--- src/rtl/mmss_timer_if.sv ---
// Control and display signals of the mm:ss timer. The master drives the
// controls and the preset; the slave (the timer) drives the count and status.
interface mmss_timer_if;
  logic       load;
  logic [6:0] load_min;
  logic [5:0] load_sec;
  logic       start;
  logic       pause;
  logic       clear;
  logic       up;
  logic [6:0] min;
  logic [5:0] sec;
  logic       running;
  logic       done;
  logic       done_pulse;

  modport master (
    output load, load_min, load_sec, start, pause, clear, up,
    input  min, sec, running, done, done_pulse
  );

  modport slave (
    input  load, load_min, load_sec, start, pause, clear, up,
    output min, sec, running, done, done_pulse
  );
endinterface

--- src/rtl/mmss_timer.sv ---
// Minutes:seconds countdown timer / stopwatch with a prescaled one-second tick,
// pause/resume, preset load with clamping, and a saturating terminal DONE state.
module mmss_timer #(
  parameter int unsigned TICK_DIV = 100000000,
  parameter int unsigned SEC_MAX  = 59,
  parameter int unsigned MIN_MAX  = 99
) (
  input logic         clk,
  input logic         rst_n,
  mmss_timer_if.slave bus
);

  typedef enum logic [1:0] {
    IDLE   = 2'd0,
    RUN    = 2'd1,
    PAUSED = 2'd2,
    DONE   = 2'd3
  } state_e;

  localparam logic [26:0] PRESC_LAST = 27'(TICK_DIV - 1);
  localparam logic [5:0]  SEC_TOP    = 6'(SEC_MAX);
  localparam logic [6:0]  MIN_TOP    = 7'(MIN_MAX);

  state_e      state_q, state_d;
  logic [6:0]  min_q, min_d;
  logic [5:0]  sec_q, sec_d;
  logic [26:0] presc_q, presc_d;
  logic        dir_q, dir_d;
  logic        running_q, running_d;
  logic        done_q, done_d;
  logic        entry_q, entry_d;
  logic        done_pulse_q, done_pulse_d;
  logic        tick;

  assign tick = (state_q == RUN) && (presc_q == PRESC_LAST);

  // NOTE: every signal assigned here gets a default first, so no path leaves
  // a value unassigned and no latch is inferred.
  always_comb begin
    state_d = state_q;
    min_d   = min_q;
    sec_d   = sec_q;
    presc_d = presc_q;
    dir_d   = dir_q;

    if (bus.clear) begin
      state_d = IDLE;
      min_d   = '0;
      sec_d   = '0;
      presc_d = '0;
      dir_d   = 1'b0;
    end else if (bus.load && (state_q == IDLE || state_q == DONE)) begin
      state_d = IDLE;
      min_d   = (bus.load_min > MIN_TOP) ? MIN_TOP : bus.load_min;
      sec_d   = (bus.load_sec > SEC_TOP) ? SEC_TOP : bus.load_sec;
      presc_d = '0;
    end else if (bus.pause && state_q == RUN) begin
      state_d = PAUSED;
    end else if (bus.start && state_q == IDLE) begin
      // A countdown from 00:00 has nothing to count and would end at once.
      if (bus.up || min_q != '0 || sec_q != '0) begin
        state_d = RUN;
        dir_d   = bus.up;
        presc_d = '0;
      end
    end else if (bus.start && state_q == PAUSED) begin
      state_d = RUN;
    end else if (state_q == RUN) begin
      if (!tick) begin
        presc_d = presc_q + 27'd1;
      end else begin
        presc_d = '0;
        if (!dir_q) begin
          if (sec_q != '0) begin
            sec_d = sec_q - 6'd1;
            if (sec_q == 6'd1 && min_q == '0) state_d = DONE;
          end else if (min_q != '0) begin
            sec_d = SEC_TOP;
            min_d = min_q - 7'd1;
          end else begin
            state_d = DONE;
          end
        end else begin
          if (sec_q < SEC_TOP) begin
            sec_d = sec_q + 6'd1;
            if (sec_q == SEC_TOP - 6'd1 && min_q == MIN_TOP) state_d = DONE;
          end else if (min_q < MIN_TOP) begin
            sec_d = '0;
            min_d = min_q + 7'd1;
          end else begin
            state_d = DONE;
          end
        end
      end
    end

    running_d    = (state_d == RUN);
    done_d       = (state_d == DONE);
    entry_d      = (state_q != DONE) && (state_d == DONE);
    // The strobe trails the DONE level by one cycle.
    done_pulse_d = entry_q;
  end

  // NOTE: state flops use non-blocking assignments so every flop samples the
  // pre-edge values computed above, independent of statement order.
  always_ff @(posedge clk or negedge rst_n) begin
    if (!rst_n) begin
      state_q      <= IDLE;
      min_q        <= '0;
      sec_q        <= '0;
      presc_q      <= '0;
      dir_q        <= 1'b0;
      running_q    <= 1'b0;
      done_q       <= 1'b0;
      entry_q      <= 1'b0;
      done_pulse_q <= 1'b0;
    end else begin
      state_q      <= state_d;
      min_q        <= min_d;
      sec_q        <= sec_d;
      presc_q      <= presc_d;
      dir_q        <= dir_d;
      running_q    <= running_d;
      done_q       <= done_d;
      entry_q      <= entry_d;
      done_pulse_q <= done_pulse_d;
    end
  end

  assign bus.min        = min_q;
  assign bus.sec        = sec_q;
  assign bus.running    = running_q;
  assign bus.done       = done_q;
  assign bus.done_pulse = done_pulse_q;

endmodule

--- src/flat_wrapper.sv ---
// flat-port wrapper written by rule: the top's interface ports become plain ports
module mmss_timer_flat 
#(
  parameter int unsigned TICK_DIV = 100000000,
  parameter int unsigned SEC_MAX  = 59,
  parameter int unsigned MIN_MAX  = 99
)
  (clk, rst_n, bus_load, bus_load_min, bus_load_sec, bus_start, bus_pause, bus_clear, bus_up, bus_min, bus_sec, bus_running, bus_done, bus_done_pulse);
  mmss_timer_if bus_i ();
  input logic clk;
  input logic rst_n;
  input wire logic [$bits(bus_i.load)-1:0] bus_load;
  input wire logic [$bits(bus_i.load_min)-1:0] bus_load_min;
  input wire logic [$bits(bus_i.load_sec)-1:0] bus_load_sec;
  input wire logic [$bits(bus_i.start)-1:0] bus_start;
  input wire logic [$bits(bus_i.pause)-1:0] bus_pause;
  input wire logic [$bits(bus_i.clear)-1:0] bus_clear;
  input wire logic [$bits(bus_i.up)-1:0] bus_up;
  output wire logic [$bits(bus_i.min)-1:0] bus_min;
  output wire logic [$bits(bus_i.sec)-1:0] bus_sec;
  output wire logic [$bits(bus_i.running)-1:0] bus_running;
  output wire logic [$bits(bus_i.done)-1:0] bus_done;
  output wire logic [$bits(bus_i.done_pulse)-1:0] bus_done_pulse;
  assign bus_i.load = bus_load;
  assign bus_i.load_min = bus_load_min;
  assign bus_i.load_sec = bus_load_sec;
  assign bus_i.start = bus_start;
  assign bus_i.pause = bus_pause;
  assign bus_i.clear = bus_clear;
  assign bus_i.up = bus_up;
  assign bus_min = bus_i.min;
  assign bus_sec = bus_i.sec;
  assign bus_running = bus_i.running;
  assign bus_done = bus_i.done;
  assign bus_done_pulse = bus_i.done_pulse;
  mmss_timer #(.TICK_DIV(TICK_DIV), .SEC_MAX(SEC_MAX), .MIN_MAX(MIN_MAX)) u_core (.clk(clk), .rst_n(rst_n), .bus(bus_i));
endmodule
--- config.mk ---
export PLATFORM = sky130hd
export DESIGN_NAME = mmss_timer_flat
export DESIGN_NICKNAME = d
export VERILOG_FILES = /design/src/rtl/mmss_timer_if.sv /design/src/rtl/mmss_timer.sv /design/src/flat_wrapper.sv
export SDC_FILE = /design/constraint.sdc
export NUM_CORES = 1
export LEC_CHECK = 0
export CAP_MARGIN = 5
export CORE_MARGIN = 4
export CORE_UTILIZATION = 45
export CTS_CLUSTER_DIAMETER = 120
export DETAILED_ROUTE_END_ITERATION = 16
export PLACE_DENSITY = 0.73
export SETUP_SLACK_MARGIN = 0.4
export SLEW_MARGIN = 20
export SYNTH_ARGS = -nofsm -noshare
export SYNTH_HDL_FRONTEND = slang
export SYNTH_SLANG_ARGS = --single-unit
--- constraint.sdc ---
create_clock -name clk -period 3.4 [get_ports clk]
set_input_delay 0.68 -clock clk [delete_from_list [all_inputs] [get_ports clk]]
set_output_delay 0.68 -clock clk [all_outputs]
set_load 0.005 [all_outputs]
# --- Word-level counts from Yosys, hierarchy flattened ---
# Cells that the tools add are included.
op_classes:
  n_addsub: 5
  order_cmp: 4
  n_eq_ne: 21
  mux: 54
  reduce_logical: 26
ops:
  columns: ["operator", "count"]
  rows:
  - ["$mux W27", 8]
  - ["$mux W7", 13]
  - ["$mux W6", 13]
  - ["$mux W2", 15]
  - ["$add A27 B1 Y27 const B", 1]
  - ["$eq A27 B27 Y1 const B", 1]
  - ["$ne A3 B2 Y1 const B", 3]
  - ["$reduce_and A9 Y1", 1]
  - ["$logic_and A1 B1 Y1", 8]
  - ["$ne A4 B2 Y1 const B", 2]
  - ["$ne A4 B4 Y1 const B", 2]
  - ["$reduce_and A4 Y1", 2]
  - ["$reduce_bool A4 Y1", 2]
  - ["$add A7 B1 Y7 const B", 1]
  - ["$eq A7 B7 Y1 const B", 1]
  - ["$gt A7 B7 Y1 const B", 1]
  - ["$logic_not A7 Y1", 1]
  - ["$lt A7 B7 Y1 const B", 1]
  - ["$reduce_and A7 Y1", 1]
  - ["$reduce_bool A7 Y1", 1]
  - ["$sub A7 B1 Y7 const B", 1]
  - ["$add A6 B1 Y6 const B", 1]
  - ["$eq A2 B2 Y1 const B", 3]
  - ["$eq A6 B1 Y1 const B", 1]
  - ["15 further kinds", 26]
totals:
  ff_bits: 47
  inputBits: 20
  output_inout_bits: 16
  word_cells: 119

# --- Longest topological paths before layout ---
depth:
  depth_word: 14
  mapped_depth: 10
  ltp_nobuf: 8

# --- Least setup slack after synthesis ---
# No wires, ideal clock.
synth_path:
  path_type: "reg2reg"
  from: "register u_core.sec_q[4], in the netlist u_core.bus.sec[4]"
  to: "register u_core.min_q[3], in the netlist u_core.bus.min[3]"
  setup_time_ns: 0.138
  arrival_time_ns: 2.441
  t_required_ns: 3.262
  slack_ns: 0.822
  stages_incl_launch_ff: 9
  path_buffers: 2
  synth_period_minus_slack_ns: 2.578
  path_cell_list: "dfrtp_1 -> buf_6 -> or4_4 -> a2111o_1 -> a2111o_1 -> and2_0 -> clkbuf_1 -> a221oi_1 -> a211oi_1"
synth_between:
  elab_chain_cells: 3
  elab_cells_between_ends: 5
  classes_between: "order compare: 1; eq/ne: 2; reduce/logical: 2"
synth_lines:
  columns: ["element", "line_no", "source"]
  rows:
  - ["from (decl)", "mmss_timer.sv:26", "logic [5:0] sec_q, sec_d;"]
  - ["from (signal assigned)", "mmss_timer.sv:110", "sec_q <= '0;"]
  - ["from (signal assigned)", "mmss_timer.sv:120", "sec_q <= sec_d;"]
  - ["$lt A6 B6 Y1 or $reduce_bool A6 Y1 (tied branches)", "mmss_timer.sv:84, mmss_timer.sv:74", null]
  - ["$ne A4 B4 Y1 (no source line) or $ne A4 B2 Y1 (tied branches)", null, null]
  - ["$reduce_and A9 Y1 (no source line) (*)", null, null]
  - ["to (signal assigned)", "mmss_timer.sv:119", "min_q <= min_d;"]
  - ["to (decl)", "mmss_timer.sv:25", "logic [6:0] min_q, min_d;"]
# Every way passes the cells marked *; elsewhere a longest branch is shown, timed or not.
# A chain may end at the register's enable or synchronous reset.

# --- Worst setup path in the final report ---
layout_path:
  from: "register u_core.sec_q[3], in the netlist u_core.bus.sec[3]"
  to: "register u_core.min_q[3], in the netlist u_core.bus.min[3]"
# Same word-level chain as after synthesis.

==> flow_summary.yaml <==
outcome:
  outcome: "finished, final reports clean"
clock_tree:
  clk_latency_ns: 0.30
  cts_hold_buffers: 0
  clockBufferDepth: 2
  cts-root-buf: "clkbuf_8"
  htreeDepth: 2
  post_cts_resized: 0
  cts_tree: "done"
  cts_made_buffers: 5
  postCtsSetupBuffers: 0
  clkSlewWorstSetupHoldPaths_ns: 0.09
  clock-sinks: 47
worst_setup_path:
  reg2regPathDepth: 6
  r2r-start: "u_core.bus.sec[3]"
  ff2ff_setup_slack_ns: 0.59
  end_kind: "flip-flop"
  start_kind: "flip-flop"
  cp_data_arrival_time_ns: 2.99
  required_ns: 3.58
  crit_type: "flip-flop to flip-flop"
  r2r-end: "u_core.bus.min[3]"
  crit_fanout: 13
die:
  num_rows: 30
  start_util: 0.471
  die_w_um: 93.0
  pin_count: 36
  die_y_um: 93.0
  die-area_um2: 8650
  coreArea_um2: 6910
power_and_ir_drop:
  power_density_nw_per_um2: 383
  cellLeakagePower_uw: 0.00153
  ir_drop_v: 0.000146
global_routing:
  grt_pass1_vias: 3044
  grt-ovfl-total: 0
  grtUsageTotal: 0.203
  grt_max_degree: 48
  antenna_found_initial: 0
  grt_first_pass_wirelength_um: 14400
hold_path:
  hold_end: "u_core.bus.done_pulse"
  holdPathStages: 0
  hp-start: "u_core.done_pulse_d"
  hold_path_class: "flip-flop to flip-flop"
run:
  max_cap_violations: 0
timing:
  slew-limit-headroom: 0.508
  rsz0062_at_grt: "no"
  setup_viol: 0
  drv_slew: 0
  min_period_ns: 2.81
  tns_ns: 0
  fin_skew_ns: 0.0124
  hold_viol: 0
  worst_pin_slew_ns: 0.732
  clock.fmax_mhz: 356
  period_share: 0.826
yosys:
  synth_area_um2: 3250
  synthArstFlopShare: 1.00
  synthCells: 390
  ys.flop_type: "dfrtp_1"
  synth_area_per_cell_um2: 8.34
  synth_seq_area_share: 0.362
  syn_nets: 426
  ys_types: 60
  synth_edf_count: 0
  ys_ff_latch: 47
  yosys_warnings: 0
route:
  vias_per_cell: 6.00
  drt_first_iter_violations: 212
  route.antenna.remaining_nets: 0
  wire_per_inst_um: 15.5
  dr.pass1.iters: 6
  wl_um: 8050
  drc: 0
  vias: 3128
placement:
  dpl.hpwl_um: 5870
  io_buffers: 35
  place_congestion: 0.888
final_layout:
  final_util: 0.557
  regArea_um2: 1180
  synthToLayoutAreaGrowth_pct: 18.2
  final_cell_mix: "dfrtp_1, o21ai_0, nor2_1"
  layout_commonest_cell: "dfrtp_1"
  multi_input_area_um2: 1950
  drive_gt1_frac: 0.0635
  layout.nets: 460
  fillers: 666
  antenna-diode-count: 0
## final cells by class
| cell class | count | area share |
|---|---|---|
| Clock buffer | 8 | 0.0260 |
| Inverter | 20 | 0.0195 |
| Multi-Input combinational cell | 305 | 0.507 |
| Sequential cell | 47 | 0.306 |
| Tap cell | 96 | 0.0312 |
| Timing Repair Buffer | 45 | 0.110 |
## how the worst max path moves through the flow
| stage | slack [ns] | cells past startpoint | end | startpoint |
|---|---|---|---|---|
| CTS | 0.60 | 6 | u_core.bus.min[3] | u_core.bus.sec[3] |
| global route | 0.41 | 6 | u_core.bus.min[3] | u_core.bus.sec[3] |
| finish | 0.59 | 6 | u_core.bus.min[3] | u_core.bus.sec[3] |
| global placement | 0.60 | 7 | u_core.presc_q[6] | bus_start |
| detailed placement | 0.55 | 7 | u_core.presc_q[12] | bus_start |
| floorplan | 0.82 | 8 | u_core.bus.min[3] | u_core.bus.sec[4] |
## kinds of logic (layout without fill, tap and decap cells)
logic type                 Yosys count  count (layout)  synth area share
muxes                                2               2           0.00616
AOI/OAI and AO/OA                  107             107             0.215
buffers and inverters               38              73            0.0469
adders and majority gates           16              16            0.0639
DFF                                 47              47             0.362
xor gates and xnor gates            14              14            0.0377
and+or+nand+nor                    166             166             0.269
## where the power goes
| group | internal (uW) | switching [uW] | leakage (uW) | total, uW |
|---|---|---|---|---|
| Sequential | 587 | 57.3 | 0.000641 | 644 |
| Combinational | 216 | 236 | 0.000841 | 452 |
| Clock | 186 | 190 | 0.0000515 | 376 |
## synth_stat cells, types with 5 or more instances
| cell | count | area [um2] |
|---|---|---|
| dfrtp_1 | 47 | 1180 |
| nor2_1 | 36 | 135 |
| o21ai_0 | 35 | 175 |
| nand2_1 | 32 | 120 |
| a21oi_1 | 23 | 115 |
| inv_1 | 20 | 75.1 |
| nor3_1 | 17 | 85.1 |
| ha_1 | 15 | 188 |
| clkbuf_1 | 14 | 52.6 |
| xnor2_1 | 14 | 123 |
| nand3_1 | 11 | 55.1 |
| and3_1 | 9 | 56.3 |
| or3_1 | 9 | 56.3 |
| nand4_1 | 8 | 50.1 |
| nor4_1 | 8 | 50.1 |
| o31ai_1 | 8 | 60.1 |
| nand2b_1 | 6 | 37.5 |
| nor2b_1 | 6 | 37.5 |
| a211oi_1 | 5 | 37.5 |
| a31oi_1 | 5 | 31.3 |
| nor3b_1 | 5 | 37.5 |
## metrics by stage
stage / hold WS (ns) / total power (uW) / instances / setup WS [ns] / cell area (um2)
floorplan: 0.331 / 937 / 390 / 0.822 / 3250
finish: 0.354 / 1470 / 521 / 0.592 / 3840
global route: 0.361 / 1580 / 521 / 0.407 / 3840
detailed placement: 0.336 / 1100 / 513 / 0.554 / 3730
global placement: 0.333 / 1090 / 513 / 0.600 / 3730
CTS: 0.355 / 1490 / 521 / 0.601 / 3830
## sequential cells by signal, indices dropped and copies added, names as in the netlist
register / flops
u_core.bus.done_pulse: 1
u_core.bus.min: 7
u_core.bus.done: 1
u_core.bus.running: 1
u_core.done_pulse_d: 1
u_core.state_q: 2
u_core.bus.sec: 6
u_core.presc_q: 27
u_core.dir_q: 1
## critical path: stages (launching register included)
cell and delay [ns]:
dfrtp_1 0.52, or4_4 0.58, a2111o_1 0.40, a2111o_1 0.52
and2_0 0.29, a221oi_1 0.28, a211oi_1 0.10
## routing by layer
| layer | vias up | track usage | wire, um |
|---|---|---|---|
| li1 | 1509 | - | - |
| met1 | 1488 | 0.281 | 3530 |
| met2 | 120 | 0.324 | 3900 |
| met3 | 11 | 0.0346 | 531 |
| met4 | 0 | 0.0659 | 98 |
| met5 | - | 0 | 0 |
(Power assumes the default switching activity.)
